File: config.mk
export PLATFORM = sky130hd
export DESIGN_NAME = logic_gates_pipe
export DESIGN_NICKNAME = d
export VERILOG_FILES = /design/src/rtl/logic_gates_pipe.sv
export SDC_FILE = /design/constraint.sdc
export NUM_CORES = 1
export LEC_CHECK = 0
export BUFFER_PORTS_ARGS = -buffer_cell sky130_fd_sc_hd__buf_2
export CELL_PAD_IN_SITES_DETAIL_PLACEMENT = 2
export CELL_PAD_IN_SITES_GLOBAL_PLACEMENT = 2
export CORE_ASPECT_RATIO = 0.7
export CORE_MARGIN = 5
export CORE_UTILIZATION = 31
export DETAILED_ROUTE_END_ITERATION = 16
export PLACE_DENSITY_LB_ADDON = 0.1
export SLEW_MARGIN = 20
export SYNTH_ARGS = -nofsm -noshare
export SYNTH_HDL_FRONTEND = slang
export SYNTH_SLANG_ARGS = --single-unit
File: constraint.sdc
create_clock -name clk -period 4.45 [get_ports clk]
set_input_delay 0.89 -clock clk [delete_from_list [all_inputs] [get_ports clk]]
set_output_delay 0.89 -clock clk [all_outputs]
set_load 0.02 [all_outputs]
File: src/rtl/logic_gates_pipe.sv
// logic_gates_pipe: registered WIDTH-bit two-input gate stage with runtime op
// select, optional accumulate mode (operand b taken from the accumulator),
// a 1-deep valid/ready output register, result flags and a delivered-result
// counter.
module logic_gates_pipe #(
  parameter int WIDTH = 8,
  parameter int CNT_W = 16
) (
  input  logic             clk,
  input  logic             rst,
  input  logic             in_valid,
  output logic             in_ready,
  input  logic [WIDTH-1:0] a,
  input  logic [WIDTH-1:0] b,
  input  logic [2:0]       op,
  input  logic             acc_mode,
  input  logic             acc_clr,
  output logic             out_valid,
  input  logic             out_ready,
  output logic [WIDTH-1:0] y,
  output logic             y_zero,
  output logic             y_par,
  output logic [WIDTH-1:0] acc,
  output logic [CNT_W-1:0] res_cnt
);

  localparam logic [2:0] OP_AND  = 3'd0;
  localparam logic [2:0] OP_OR   = 3'd1;
  localparam logic [2:0] OP_NOTA = 3'd2;
  localparam logic [2:0] OP_NAND = 3'd3;
  localparam logic [2:0] OP_NOR  = 3'd4;
  localparam logic [2:0] OP_XOR  = 3'd5;
  localparam logic [2:0] OP_XNOR = 3'd6;
  localparam logic [2:0] OP_PASS = 3'd7;

  logic             out_valid_q, out_valid_d;
  logic [WIDTH-1:0] y_q, y_d;
  logic             y_zero_q, y_zero_d;
  logic             y_par_q, y_par_d;
  logic [WIDTH-1:0] acc_q, acc_d;
  logic [CNT_W-1:0] res_cnt_q, res_cnt_d;

  logic             accept;
  logic             deliver;
  logic [WIDTH-1:0] acc_eff;
  logic [WIDTH-1:0] bo;
  logic [WIDTH-1:0] result;

  // The output slot is free when empty or being drained this cycle; never during reset.
  assign in_ready = !rst && (!out_valid_q || out_ready);
  assign accept   = in_valid && in_ready;
  assign deliver  = out_valid_q && out_ready;

  // A clear in the same cycle takes effect before the accumulator is used as operand.
  assign acc_eff = acc_clr ? '0 : acc_q;
  assign bo      = acc_mode ? acc_eff : b;

  // Bit-sliced gate array: every result bit depends only on the matching operand bits.
  for (genvar gi = 0; gi < WIDTH; gi++) begin : g_bit
    // Select the gate function for this bit.
    always_comb begin
      result[gi] = 1'b0;
      case (op)
        OP_AND:  result[gi] = a[gi] & bo[gi];
        OP_OR:   result[gi] = a[gi] | bo[gi];
        OP_NOTA: result[gi] = ~a[gi];
        OP_NAND: result[gi] = ~(a[gi] & bo[gi]);
        OP_NOR:  result[gi] = ~(a[gi] | bo[gi]);
        OP_XOR:  result[gi] = a[gi] ^ bo[gi];
        OP_XNOR: result[gi] = ~(a[gi] ^ bo[gi]);
        OP_PASS: result[gi] = a[gi];
        default: result[gi] = 1'b0;
      endcase
    end
  end

  // Next-state for output register, flags, accumulator and delivery counter.
  always_comb begin
    out_valid_d = out_valid_q;
    y_d         = y_q;
    y_zero_d    = y_zero_q;
    y_par_d     = y_par_q;
    acc_d       = acc_q;
    res_cnt_d   = res_cnt_q;

    if (accept) begin
      out_valid_d = 1'b1;
      y_d         = result;
      y_zero_d    = (result == '0);
      y_par_d     = ^result;
    end else if (deliver) begin
      out_valid_d = 1'b0;
    end

    if (accept && acc_mode) begin
      acc_d = result;
    end else if (acc_clr) begin
      acc_d = '0;
    end

    if (deliver) begin
      res_cnt_d = res_cnt_q + 1'b1;
    end
  end

  // State registers with synchronous reset that discards any held result.
  always_ff @(posedge clk) begin
    if (rst) begin
      out_valid_q <= 1'b0;
      y_q         <= '0;
      y_zero_q    <= 1'b1;
      y_par_q     <= 1'b0;
      acc_q       <= '0;
      res_cnt_q   <= '0;
    end else begin
      out_valid_q <= out_valid_d;
      y_q         <= y_d;
      y_zero_q    <= y_zero_d;
      y_par_q     <= y_par_d;
      acc_q       <= acc_d;
      res_cnt_q   <= res_cnt_d;
    end
  end

  assign out_valid = out_valid_q;
  assign y         = y_q;
  assign y_zero    = y_zero_q;
  assign y_par     = y_par_q;
  assign acc       = acc_q;
  assign res_cnt   = res_cnt_q;

endmodule

# Word-level counts from Yosys, hierarchy flattened
# Cells that the tools add are included.
# classes
add_sub_neg	1
mul	0
n_div	0
order_cmp	0
n_eq_ne	7
n_shift	0
mux	13
bitwise_logic	56
reduce_logical	11
# ops
cell	count
case mux 1 bit (8 select lines)	8
NOT 1 bit	32
two-way mux 8 bit	3
adder 16 x 1 -> 16 bit (second input constant)	1
equality test 3 bit (second input constant)	4
bitwise AND 1 bit	8
zero test 8 bit	1
OR 1 bit	8
parity 8 bit	1
XOR 1 bit	8
equality test 3 x 2 -> 1 bit (second input constant)	2
logical AND 1 bit	4
equality test 3 x 1 -> 1 bit (second input constant)	1
zero test 3 bit	1
zero test 1 bit	2
two-way mux 1 bit	2
nonzero test 2 bit	1
logical OR 1 bit	1
# word_totals
reg_bits	35
latch_bits	0
mem_bits_rw	0
mem_bits_ro	0
inputBits	25
output_inout_bits	36
elab_cells	94
n_memories	0

# Depth between registers and ports, before layout
# Gate-level depths: netlist (run 1).
# logic_depth
depth_word	6
mapped_depth	12
depth_no_buf	12

# Least setup slack after synthesis (run 1)
# OpenSTA, ideal clock, no wires.
# synth_timing
kind	input to register
startpoint	input port acc_mode
endpoint	register y_par_q (netlist: y_par)
setup_ns	0.128
arrival_ns	3.266
required_time_ns	4.322
setup_slack_ns	1.057
cell_stages	12
cell_sequence	buf_1 > mux2_2 > inv_1 > ha_1 > and2_1 > a221o_1 > a211oi_1 > or2_1 > ha_1 > xnor2_1 > xnor2_1 > o21ai_1
# synth_between
elab_chain_cells	5
# synth_lines
element	line	text
start, declared	16	input logic acc_mode,
two-way mux 8 bit (*)	56	assign bo = acc_mode ? acc_eff : b;
XOR 1 bit, or another cell as far along	69, 70	
NOT 1 bit (on tied branches)	70, 67, 68	
case mux 1 bit (8 select lines)	63	case (op)
parity 8 bit (*)	90	y_par_d = ^result;
end signal, assigned	119	y_par_q <= y_par_d;
end, declared	39	logic y_par_q, y_par_d;
# Every way passes the cells marked *; elsewhere a longest branch is shown, timed or not.
# A chain may end at the register's enable or synchronous reset.

# Final worst setup path (run 1)
# Same ends and word-level chain as after synthesis.

==> results of run 1 <==
-- stage by stage --
step / std cells / setup slack (ns) / hold slack [ns] / area [um2] / utilization [%]
after global routing: 480 / 0.804 / 0.503 / 3120 / 37.4
after CTS: 480 / 0.950 / 0.479 / 3120 / 37.4
final: 480 / 0.992 / 0.473 / 3120 / 37.4
after global placement: 473 / 0.735 / 0.451 / 2980 / 35.7
after floorplan: 328 / 1.06 / 0.536 / 2620 / -
after detailed placement: 473 / 0.698 / 0.462 / 2980 / 35.7
-- cells by family after synthesis --
kind of cell | count (synthesis) | synth area share [%]
and+or+nand+nor | 109 | 22.9
AOI/OAI and AO/OA | 86 | 21.6
buffers and inverters | 45 | 6.54
DFF | 35 | 26.7
muxes | 21 | 8.54
adders and majority gates | 21 | 10.0
xor gates and xnor gates | 11 | 3.68
-- flip-flops by register name, summed over array words and instances (netlist names) --
register   cells
acc            8
out_valid      1
res_cnt       16
y              8
y_par          1
y_zero         1
-- cell type report --
cell class | instances | area, um2 | area share [%]
inverter | 25 | 93.8 | 3.01
multi-input combinational | 248 | 1750 | 56.1
timing repair buffer | 60 | 300 | 9.63
clock buffer | 6 | 139 | 4.45
clock inverter | 1 | 5.00 | 0.160
tap | 105 | 131 | 4.21
sequential | 35 | 701 | 22.5
-- worst min-delay path, stage by stage (launching register included) --
cell and delay (ns):
dfxtp_1 0.31, nand3_1 0.06, o21ai_1 0.05
-- power groups by stage --
stage	clock, mW	combinational [mW]	sequential (mW)
after floorplan	0	0.147	0.368
after global placement	0	0.233	0.350
after detailed placement	0	0.242	0.350
after CTS	0.364	0.244	0.344
after global routing	0.378	0.268	0.346
final	0.351	0.240	0.344
-- how the worst max path moves through the flow --
stage / from / endpoint
6_report: acc_mode / y_par
5_1_grt: acc_mode / y_par
4_1_cts: acc_mode / y_par
3_5_place_dp: acc_mode / y_par
3_3_place_gp: acc_mode / y_par
2_1_floorplan: acc_mode / y_par
-- Yosys cell counts (7+ instances only) --
cell type	instances
a21oi_1	17
xnor2_1	7
nor2b_1	12
o211ai_1	8
ha_1	21
inv_1	22
mux2_2	10
o21ai_1	14
clkbuf_1	16
nand3_1	16
a31oi_1	7
nor2_1	18
nand2_1	16
and2_1	7
mux2i_1	10
dfxtp_1	35
-- metal layers --
metal,share of wire (%),vias up,GRT usage (%)
met5,0,-,0
met4,0.47,0,2.81
met3,4.7,5,4.61
met2,44,47,27.4
met1,51,1223,23.6
li1,-,1282,-
==> qor.txt, run 1 <==
Status: finished clean
Largest net degree at the start of global routing: 44
Initial antenna violation count: 0
Max-cap violations: 0
Starting Density: 31.4%
Sequential share of the synthesized area: 26.7%
# fillers: 1002
Critical Path RT: 4.59 ns
Port bufs: 60
Worst setup SP type: input pin
Antenna-violating nets left: 0
Number of synthesized flops with an enable pin: 0
HPWL after DPL: 6590 um
Cts hold-fix bufs: 0
Power Total: 934 uW
Primary FF master, synth: dfxtp_1
First-pass GRT wire length: 14100 um
WS Path Type: input pin to flip-flop
Maximum clock insertion buffer count: 2
Avg Cell Area, Syn: 7.99 um2
Vias per inst: 5.33
Period utilization: 77.7%
Die area: 10400 um2
R2r endpoint: y_par
Post_cts resized: 0
Main area contributors after synthesis: dfxtp_1 27%, ha_1 10%, mux2_2 4.3%
Max Clock Freq: 289 MHz
Area share of the largest cell type after synthesis: 26.7%
Power per Cell Area: 300 nW/um2
Worst-Skew Late Latency: 0.28 ns
Diode count: 0
Vias in the first global route: 2748
Inserted Clock Buffers: 5
Syn_nets: 374
Share of layout cells above drive strength 1: 21.6%
Slew @ Worst Pin: 0.847 ns
DR iter-0 viols: 94
CTS tree: built
Fin. max-slew vios: 0
Post-CTS Setup Bufs: 0
Root Buffer Master: clkbuf_16
Clock Pin Slew Worst Setup and Hold Paths: 0.05 ns
Critical path's top delay family: compound AO/OA/AOI/OAI gates
Most area-hungry cell type in the Yosys netlist: dfxtp_1
Leading cell type in the layout, fill and taps excluded: buf_2
Post-layout min period: 3.46 ns
Die height: 86.9 um
Clk_skew: 0.00597 ns
RSZ-0062 raised after global routing: no
Clock Power Share: 37.5%
Remaining Overflow, GRT: 0
GRT Overall Usage: 17.1%
Detailed Routing Iterations Pass 1: 4
Hold WC Path Type: flip-flop to flip-flop
Cell Rows: 28
Int Power: 647 uW
Critical-path cell list: buf_2 -> mux2_2 -> inv_1 -> ha_1 -> o211ai_1 -> nor2_1 -> o41ai_1 -> ha_1 -> xnor2_1 -> xnor2_1 -> o21ai_1
Worst Path Max Fanout: 13
Max transition margin: 42.8%
Crit path depth: 11
Crit path max-delay cell type: o41ai_1
Standby leakage power: 1.36 nW
Nets: 421
Netlist cell types: 52
I/O pins: 61
Buffers and inverters on the worst path: 2
Combinational share of power: 25.7%
Flop pwr share: 36.8%
Routed vias: 2557
Most frequent cells in the layout: 60 x buf_2, 35 x dfxtp_1, 22 x inv_1
GP Congestion: 0.726
Routed len/inst: 17.7 um
CP arrival: 3.60 ns
Hold depth: 2
Sw power: 287 uW
Worst min-delay path startpoint: y[0]
Total clock sinks: 35
Fin. Hold Viols: 0
H-tree Lvls: 2
Die X: 120 um
Worst reg2reg startpoint: acc[0]
Cell count of the worst reg-to-reg path: 11
Sw Ratio: 30.7%
Final WL: 8490 um
Area growth, synth to finish: 19.0%
Largest stage delay, worst path: 0.80 ns
Worst reg-to-reg setup slack: 1.49 ns
YS warnings: 0
Core Area: 8340 um2
Post-Syn Instances: 328
FFs w/ async S/R, synth: 0%
Fin Setup TNS: 0 ns
DR DRC count: 0
Peak supply drop: 0.132 mV
Mapped Area: 2620 um2
Worst Hold End: y[0]
#FFs+latches synth: 35
Worst setup EP type: flip-flop
# setup viols final: 0
Power figures use the tool's default switching activity.
==> run 2, diff against run 1 <==
Clock period 4.45 ns to 3.26 ns, I/O delays scaled along.
==> run 2 against run 1 <==
Effect of this change:
- design area up 2.6%
- non-clock buffer count is 7 higher
- critical path depth is 1 higher
- global-route usage decreased by 0.53 points
- clock power rose by 59%
- power grew 46%
- critical endpoint unchanged
==> qor.txt, run 2 (synthesis gave the netlist of run 1 again) <==
Worst reg2reg startpoint: acc[5]
Int Power: 973 uW (+50%)
Largest net degree at the start of global routing: 35 (-20%)
Final WL: 8440 um (-0.54%)
Critical Path RT: 3.41 ns (-1.18 ns)
Status: finished clean
Period utilization: 91.2%
Fin Setup TNS: 0 ns (unchanged)
Total clock sinks: 35 (unchanged)
Hold WC Path Type: flip-flop to flip-flop
Cell count of the worst reg-to-reg path: 11 (unchanged)
Diode count: 0 (unchanged)
Die area: 10400 um2 (unchanged)
Max Clock Freq: 336 MHz
Sw power: 391 uW (+36%)
Post-layout min period: 2.97 ns
Antenna-violating nets left: 0 (unchanged)
Worst-Skew Late Latency: 0.27 ns (about the same)
Post-CTS Setup Bufs: 0 (unchanged)
First-pass GRT wire length: 14200 um (+0.19%)
Clock Pin Slew Worst Setup and Hold Paths: 0.06 ns (about the same)
Remaining Overflow, GRT: 0 (unchanged)
WS Path Type: input pin to flip-flop
Standby leakage power: 1.41 nW (+3.5%)
Sw Ratio: 28.7% (-2.1 points)
RSZ-0062 raised after global routing: no
Area growth, synth to finish: 22.1%
Worst setup EP type: flip-flop
Maximum clock insertion buffer count: 2 (unchanged)
Leading cell type in the layout, fill and taps excluded: buf_2
# fillers: 973 (-2.9%)
DR DRC count: 0 (unchanged)
Max-cap violations: 0 (unchanged)
Peak supply drop: 0.176 mV (+33%)
Most frequent cells in the layout: 60 x buf_2, 35 x dfxtp_1, 22 x inv_1
Max FFs per register: 16 (unchanged)
Clock Power Share: 41.0% (+3.5 points)
Power per Cell Area: 426 nW/um2 (+42%)
GP Congestion: 0.727 (+0.14%)
Final Instance Area: 3200 um2 (+2.6%)
Slew @ Worst Pin: 0.783 ns (-0.0635 ns)
Nets: 428 (+1.7%)
Die X: 120 um (unchanged)
# setup viols final: 0 (unchanged)
CP arrival: 3.12 ns (-0.48 ns)
R2r endpoint: y_par
Hold depth: 2 (unchanged)
Worst setup SP type: input pin
Port bufs: 60 (unchanged)
Fin. max-slew vios: 0 (unchanged)
Core Area: 8340 um2 (unchanged)
GRT Overall Usage: 16.6% (-0.53 points)
Fin. Hold Viols: 0 (unchanged)
Detailed Routing Iterations Pass 1: 4 (unchanged)
DR iter-0 viols: 90 (-4.3%)
Register Area: 701 um2 (unchanged)
Routed len/inst: 17.3 um (-2.2%)
Post_cts resized: 0 (unchanged)
HPWL after DPL: 6690 um (+1.5%)
Die height: 86.9 um (unchanged)
Area of the multi-input gates: 1750 um2 (unchanged)
Cell Rows: 28 (unchanged)
Worst reg-to-reg setup slack: 0.54 ns (-0.95 ns)
Worst Hold End: y_par
Root Buffer Master: clkbuf_16
Routed vias: 2583 (+1.0%)
Clk_skew: 0.00274 ns (-0.00322 ns)
Worst min-delay path startpoint: y_par
Share of layout cells above drive strength 1: 23.2% (+1.6 points)
H-tree Lvls: 2 (unchanged)
I/O pins: 61 (unchanged)
Combinational share of power: 24.7% (-1.0 points)
Flop pwr share: 34.3% (-2.5 points)
Vias per inst: 5.29 (-0.64%)
Vias in the first global route: 2806 (+2.1%)
Initial antenna violation count: 0 (unchanged)
CTS tree: built
Inserted Clock Buffers: 5 (unchanged)
Worst Path Max Fanout: 10 (-3)
Starting Density: 31.4% (unchanged)
Cts hold-fix bufs: 0 (unchanged)
Max transition margin: 47.6% (+4.7 points)
Core Util, Final: 38.4% (+0.99 points)
Area after DPL: 3030 um2 (+1.8%)
[run 2: changes by cell type in the layout (fill, tap and decap cells not counted), sizes merged]
cell,change
buf,+7
bufinv,+1
[run 2: power by group through the flow]
stage                     Sequential [mW]  Clock, mW  Combinational, mW
after floorplan                     0.502          0              0.201
after global placement              0.477          0              0.330
after detailed placement            0.478          0              0.340
after CTS                           0.469      0.576              0.343
after global routing                0.471      0.597              0.373
final                               0.468      0.559              0.337
[run 2: metal layers]
layer | track usage, % | vias up | share of wire, %
li1 | - | 1294 | -
met2 | 27.1 | 40 | 44
met5 | 0 | - | 0
met3 | 3.44 | 2 | 2.8
met4 | 1.56 | 0 | 0.11
met1 | 23.5 | 1247 | 53
[run 2: worst max-delay path, cell delays in order]
cell and delay, ns:
buf_2 0.25, mux2_2 0.39, inv_1 0.06, ha_1 0.22
and2_1 0.16, a221o_1 0.32, a211oi_1 0.28, or2_1 0.16
ha_1 0.23, xnor2_1 0.16, xnor2_1 0.14, o21ai_1 0.07
[run 2: area by class of cell]
| cell class | count | share of cell area, % |
|---|---|---|
| Timing Repair Buffer | 67 | 11.0 |
| Tap cell | 105 | 4.10 |
| Inverter | 25 | 2.93 |
| Clock inverter | 2 | 1.09 |
| Sequential cell | 35 | 21.9 |
| Multi-Input combinational cell | 248 | 54.6 |
| Clock buffer | 6 | 4.34 |
[run 2: metrics by stage]
stage | std cells | power, mW | hold WS (ns) | setup WS (ns)
floorplan | 328 | 0.703 | 0.536 | 0.105
global placement | 480 | 0.807 | 0.452 | 0.102
detailed placement | 480 | 0.818 | 0.460 | -0.0191
CTS | 488 | 1.39 | 0.468 | 0.263
global route | 488 | 1.44 | 0.484 | 0.152
finish | 488 | 1.36 | 0.461 | 0.288
[run 2: worst max-delay path by stage]
| stage | startpoint | to | slack (ns) | cells past startpoint |
|---|---|---|---|---|
| finish | acc_mode | y_par | 0.29 | 12 |
| global route | acc_mode | y_par | 0.15 | 12 |
| CTS | acc_mode | y_par | 0.26 | 12 |
| detailed placement | acc_mode | y_par | -0.02 | 12 |
| global placement | acc_mode | y_par | 0.10 | 12 |
| floorplan | acc_mode | y_par | 0.10 | 12 |
